## config.mk

```make
export PLATFORM = sky130hd
export DESIGN_NAME = uart_tx
export DESIGN_NICKNAME = d
export VERILOG_FILES = /design/src/rtl/uart_pkg.sv /design/src/rtl/uart_tx_parity_calc.sv /design/src/rtl/uart_tx.sv
export SDC_FILE = /design/constraint.sdc
export NUM_CORES = 1
export LEC_CHECK = 0
export BUFFER_PORTS_ARGS = -buffer_cell sky130_fd_sc_hd__buf_2
export CAP_MARGIN = 25
export CORE_MARGIN = 3
export CORE_UTILIZATION = 35
export DETAILED_ROUTE_END_ITERATION = 10
export PLACE_DENSITY = 0.59
export SLEW_MARGIN = 20
export SYNTH_ARGS = -nofsm -noshare
export SYNTH_HDL_FRONTEND = slang
export SYNTH_SLANG_ARGS = --single-unit
```

## constraint.sdc

```tcl
create_clock -name clk -period 3.8 [get_ports clk]
set_input_delay 0.19 -clock clk [delete_from_list [all_inputs] [get_ports clk]]
set_output_delay 0.19 -clock clk [all_outputs]
set_load 0.01 [all_outputs]
```

## src/rtl/uart_pkg.sv

```systemverilog
// Shared UART definitions: FSM state encoding and serial line constants.
// Latency: n/a (types and constants only).
// Backpressure: n/a. The receive path imports the same constants.
package uart_pkg;

  // Transmit FSM states.
  typedef enum logic [2:0] {
    IDLE   = 3'd0,
    START  = 3'd1,
    DATA   = 3'd2,
    PARITY = 3'd3,
    STOP   = 3'd4
  } tx_state_t;

  // Parity selection as carried on par_typ.
  localparam logic PAR_EVEN  = 1'b0;
  localparam logic PAR_ODD   = 1'b1;

  // Serial line levels.
  localparam logic LINE_IDLE = 1'b1;
  localparam logic START_BIT = 1'b0;
  localparam logic STOP_BIT  = 1'b1;

endpackage

```

## src/rtl/uart_tx_parity_calc.sv

```systemverilog
// Parity bit register for the UART transmitter, loaded on frame accept.
// Latency: parity valid one edge after load (in time for the START cycle).
// Backpressure: none; load is only pulsed by the top-level FSM when idle.
//
// Ports:
//   clk, rst      bit clock, async active-low reset
//   load          accept strobe from the FSM
//   data, par_typ payload and parity type sampled on load
//   parity        registered parity bit for the frame in flight
module uart_tx_parity_calc
  import uart_pkg::*;
#(
  parameter int DATA_WIDTH = 8
) (
  input  logic                  clk,
  input  logic                  rst,
  input  logic                  load,
  input  logic [DATA_WIDTH-1:0] data,
  input  logic                  par_typ,
  output logic                  parity
);

  // Even parity: bit equals XOR of the data so the total count of 1s is even.
  // Odd parity inverts it.
  logic par_bit;
  assign par_bit = (par_typ == PAR_ODD) ? ~(^data) : (^data);

  always_ff @(posedge clk or negedge rst) begin
    if (!rst) begin
      parity <= 1'b0;
    end else if (load) begin
      parity <= par_bit;
    end
  end

endmodule

```

## src/rtl/uart_tx.sv

```systemverilog
// UART transmitter: one byte in, one serial frame out (start, data LSB first, optional parity, stop).
// Latency: start bit appears on tx_out right after the accepting edge; one clk per bit.
// Backpressure: busy is high for the whole frame; data_valid is ignored unless idle (no queuing).
//
// Ports:
//   clk         TX bit clock (one cycle per bit)
//   rst         async active-low reset, aborts any frame in flight
//   p_data      parallel payload, sampled on the accept edge
//   data_valid  send request, honoured only in IDLE
//   par_en      append a parity bit, sampled on the accept edge
//   par_typ     0 = even, 1 = odd parity, sampled on the accept edge
//   tx_out      registered serial line output, idles high
//   busy        registered, high from start bit through stop bit
module uart_tx
  import uart_pkg::*;
#(
  parameter int DATA_WIDTH = 8
) (
  input  logic                  clk,
  input  logic                  rst,
  input  logic [DATA_WIDTH-1:0] p_data,
  input  logic                  data_valid,
  input  logic                  par_en,
  input  logic                  par_typ,
  output logic                  tx_out,
  output logic                  busy
);

  localparam int CNT_W = (DATA_WIDTH > 1) ? $clog2(DATA_WIDTH) : 1;
  localparam logic [CNT_W-1:0] CNT_LAST = CNT_W'(DATA_WIDTH - 1);

  tx_state_t             state_q, state_d;
  logic [CNT_W-1:0]      cnt_q, cnt_d;
  logic [DATA_WIDTH-1:0] data_q;
  logic                  par_en_q;
  logic                  par_bit;
  logic                  accept;
  logic                  tx_d;
  logic                  busy_d;

  uart_tx_parity_calc #(
    .DATA_WIDTH(DATA_WIDTH)
  ) u_parity (
    .clk    (clk),
    .rst    (rst),
    .load   (accept),
    .data   (p_data),
    .par_typ(par_typ),
    .parity (par_bit)
  );

  // Next-state logic also computes the next line level so tx_out/busy can be
  // registered and still show the start bit right after the accept edge.
  always_comb begin
    state_d = state_q;
    cnt_d   = cnt_q;
    tx_d    = LINE_IDLE;
    busy_d  = 1'b1;
    accept  = 1'b0;
    case (state_q)
      IDLE: begin
        busy_d = 1'b0;
        cnt_d  = '0;
        if (data_valid) begin
          accept  = 1'b1;
          state_d = START;
          tx_d    = START_BIT;
          busy_d  = 1'b1;
        end
      end
      START: begin
        state_d = DATA;
        cnt_d   = '0;
        tx_d    = data_q[0];
      end
      DATA: begin
        if (cnt_q == CNT_LAST) begin
          // Counter holds at the last index; it never wraps inside DATA.
          if (par_en_q) begin
            state_d = PARITY;
            tx_d    = par_bit;
          end else begin
            state_d = STOP;
            tx_d    = STOP_BIT;
          end
        end else begin
          cnt_d = cnt_q + CNT_W'(1);
          tx_d  = data_q[cnt_d];
        end
      end
      PARITY: begin
        state_d = STOP;
        tx_d    = STOP_BIT;
      end
      STOP: begin
        // data_valid is not looked at here, which guarantees one idle bit
        // between back-to-back frames.
        state_d = IDLE;
        tx_d    = LINE_IDLE;
        busy_d  = 1'b0;
      end
      default: begin
        state_d = IDLE;
        busy_d  = 1'b0;
      end
    endcase
  end

  always_ff @(posedge clk or negedge rst) begin
    if (!rst) begin
      state_q <= IDLE;
    end else begin
      state_q <= state_d;
    end
  end

  always_ff @(posedge clk or negedge rst) begin
    if (!rst) begin
      cnt_q    <= '0;
      data_q   <= '0;
      par_en_q <= 1'b0;
      tx_out   <= LINE_IDLE;
      busy     <= 1'b0;
    end else begin
      cnt_q  <= cnt_d;
      tx_out <= tx_d;
      busy   <= busy_d;
      if (accept) begin
        data_q   <= p_data;
        par_en_q <= par_en;
      end
    end
  end

endmodule

```

==> impl_metrics.json <==
{
  "core-area_um2": 2520,
  "r2r_end": "tx_out",
  "root_buffer": "clkbuf_4",
  "io_pins": 15,
  "holdPathEnd": "par_en_q",
  "max_slew_margin_pct": 66.3,
  "synth_cells": 79,
  "synth-async-reset-ratio_pct": 100,
  "crit_path_max_fanout": 6,
  "track_usage_pct": 12.1,
  "rrSetupSlack_ns": 1.92,
  "synth_flop_cell": "dfrtp_1",
  "wl_per_cell_um": 14.0,
  "drc_errors": 0,
  "htree_levels": 1,
  "die_h_um": 58.1,
  "overflow": 0,
  "cts_tree": "done",
  "dieArea_um2": 3370,
  "drt_wl_total_mm": 1.72,
  "finalMaxSlewViolations": 0,
  "synth.top_cell.area_share_pct": 44.9,
  "cellPowerDensity_nw_per_um2": 705,
  "cts_hold_buf": 1,
  "reg2regPathDepth": 5,
  "post_route_cells_drive_above_1_share_pct": 23.7,
  "dr.first_iter.drc_count": 9,
  "clock_sinks": 18,
  "synth-edff-count": 0,
  "clock_skew_ns": 0.00722,
  "min_path_type": "input port to flop",
  "ir_drop_uv": 440,
  "dr.pass1.iters": 4,
  "setup_violations": 0,
  "cpMaxStageDelayCell": "mux4_2",
  "cts_buffer_depth": 2,
  "cts.clk_slew.worst_paths_ns": 0.10,
  "worst_pin_slew_ns": 0.505,
  "hp-start": "par_en",
  "yosys_warnings": 0,
  "yosysTopAreaCell": "dfrtp_1",
  "finalHoldViolCount": 0,
  "hold_path_depth": 3,
  "fillers": 251,
  "fin_crit_sh_pct": 49.4,
  "end_kind": "flop",
  "grt_first_pass_wirelength_mm": 3.08,
  "cp.arrival_ns": 2.10,
  "layout_commonest_cell": "dfrtp_1",
  "die_width_um": 58.1,
  "vias": 636,
  "postRouteAntennaNets": 0,
  "path_class": "flop to flop",
  "synth.distinct_cells": 33,
  "grt_max_degree": 19,
  "yosysSeqAreaShare_pct": 47.6,
  "worst-path-buf-inv": 0,
  "grt_pass1_vias": 644,
  "fmax_mhz": 533,
  "cts_buffers": 3,
  "period_minus_slack_ns": 1.88,
  "synth_area_um2": 948,
  "p_leak_nw": 0.481,
  "gp_congestion": 0.808,
  "rsz0062_at_grt": "no",
  "power.total_mw": 0.753,
  "cp_cell_sequence": "ha_1 -> mux4_2 -> nor2b_4 -> a211oi_2 -> o21ai_1",
  "viasPerCell": 5.17,
  "synth.net_count": 94,
  "cpLargestDelayFamily": "multiplexers",
  "fin_nets": 109,
  "drv_cap": 0,
  "status": "finished, final reports clean",
  "fp-row-count": 18,
  "diodes": 0,
  "crit_cells": 5,
  "final_cell_mix": "dfrtp_1, buf_2, mux2_1, o21ai_1, xnor2_1",
  "required_ns": 4.02,
  "area_growth_pct": 12.7,
  "holdWs_ns": 0.101,
  "start_util_pct": 37.6,
  "post_cts_resized": 0,
  "io_buffers": 14,
  "synth_seq_cells": 18,
  "cts_setup_buffers": 0,
  "fin_tns_setup_ns": 0,
  "r2r_start": "cnt_q[0]",
  "antenna_found_initial": 0,
  "synthTopCellsByArea": "dfrtp_1, mux2_1, xnor2_1",
  "clk_latency_ns": 0.29,
  "cp-start-kind": "flop",
  "synth.avg_cell_area_um2": 12.0,
  "worst_path_largest_cell_delay_ns": 0.52
}
[how the worst max path moves through the flow]
stage,start,to,slack (ns)
6_report,cnt_q[0],tx_out,1.92
5_1_grt,cnt_q[0],tx_out,1.82
4_1_cts,cnt_q[0],tx_out,1.92
3_5_place_dp,cnt_q[0],tx_out,1.94
3_3_place_gp,cnt_q[0],tx_out,2.00
2_1_floorplan,cnt_q[0],tx_out,2.04
[synth_stat cells (2+ instances only)]
| cell | n |
|---|---|
| dfrtp_1 | 17 |
| mux2_1 | 8 |
| o21ai_1 | 5 |
| xnor2_1 | 5 |
| inv_1 | 4 |
| nor2_1 | 4 |
| a21oi_1 | 3 |
| nor3_1 | 3 |
| a22o_1 | 2 |
| clkbuf_1 | 2 |
| ha_1 | 2 |
| nand2_1 | 2 |
| o41ai_1 | 2 |
[cells by family (layout without fill, tap and decap cells)]
logic type | after synthesis | after routing | share of synthesized area, %
fa+ha+maj | 2 | 2 | 2.64
mux | 11 | 11 | 16.2
xor+xnor | 7 | 7 | 7.92
buf+inv | 9 | 23 | 4.09
compound gates | 18 | 18 | 13.3
simple gates | 14 | 14 | 8.18
flops | 18 | 18 | 47.6
[metrics by stage]
step / instance area [um2] / std cells / util, % / setup slack (ns)
4_1_cts: 1070 / 123 / 42.4 / 1.92
5_1_grt: 1070 / 123 / 42.4 / 1.82
6_report: 1070 / 123 / 42.4 / 1.92
3_5_place_dp: 1030 / 118 / 40.9 / 1.94
3_3_place_gp: 1030 / 118 / 40.9 / 2.00
2_1_floorplan: 948 / 79 / - / 2.04
[state kept, by name, indices dropped and copies added, names as in the netlist]
register / count
u_parity.parity: 1
cnt_q: 3
data_q: 8
tx_out: 1
state_q: 3
par_en_q: 1
busy: 1
[worst min-delay path: stages]
cell and delay [ns]:
buf_2 0.07, nand2_1 0.04, o21ai_1 0.06
[report_power, final]
group,internal [mW],switching (mW)
registers,0.280,0.0802
logic,0.176,0.118
clock network,0.0408,0.0572
[layer usage]
layer  GRT usage (%)  wire length (um)
met1            16.6               842
met2            17.9               778
met3            4.68                92
met4            2.98                10
met5               0                 0
[layout make-up]
type,count,area (um2),share of cell area (%)
clock buffers,4,26.3,2.46
inverters,4,15.0,1.41
multi-input cells,52,458,42.9
flip-flops and latches,18,452,42.3
well taps,30,37.5,3.51
repair buffers,15,80.1,7.49
No activity file was read; power rests on OpenSTA's default activity.
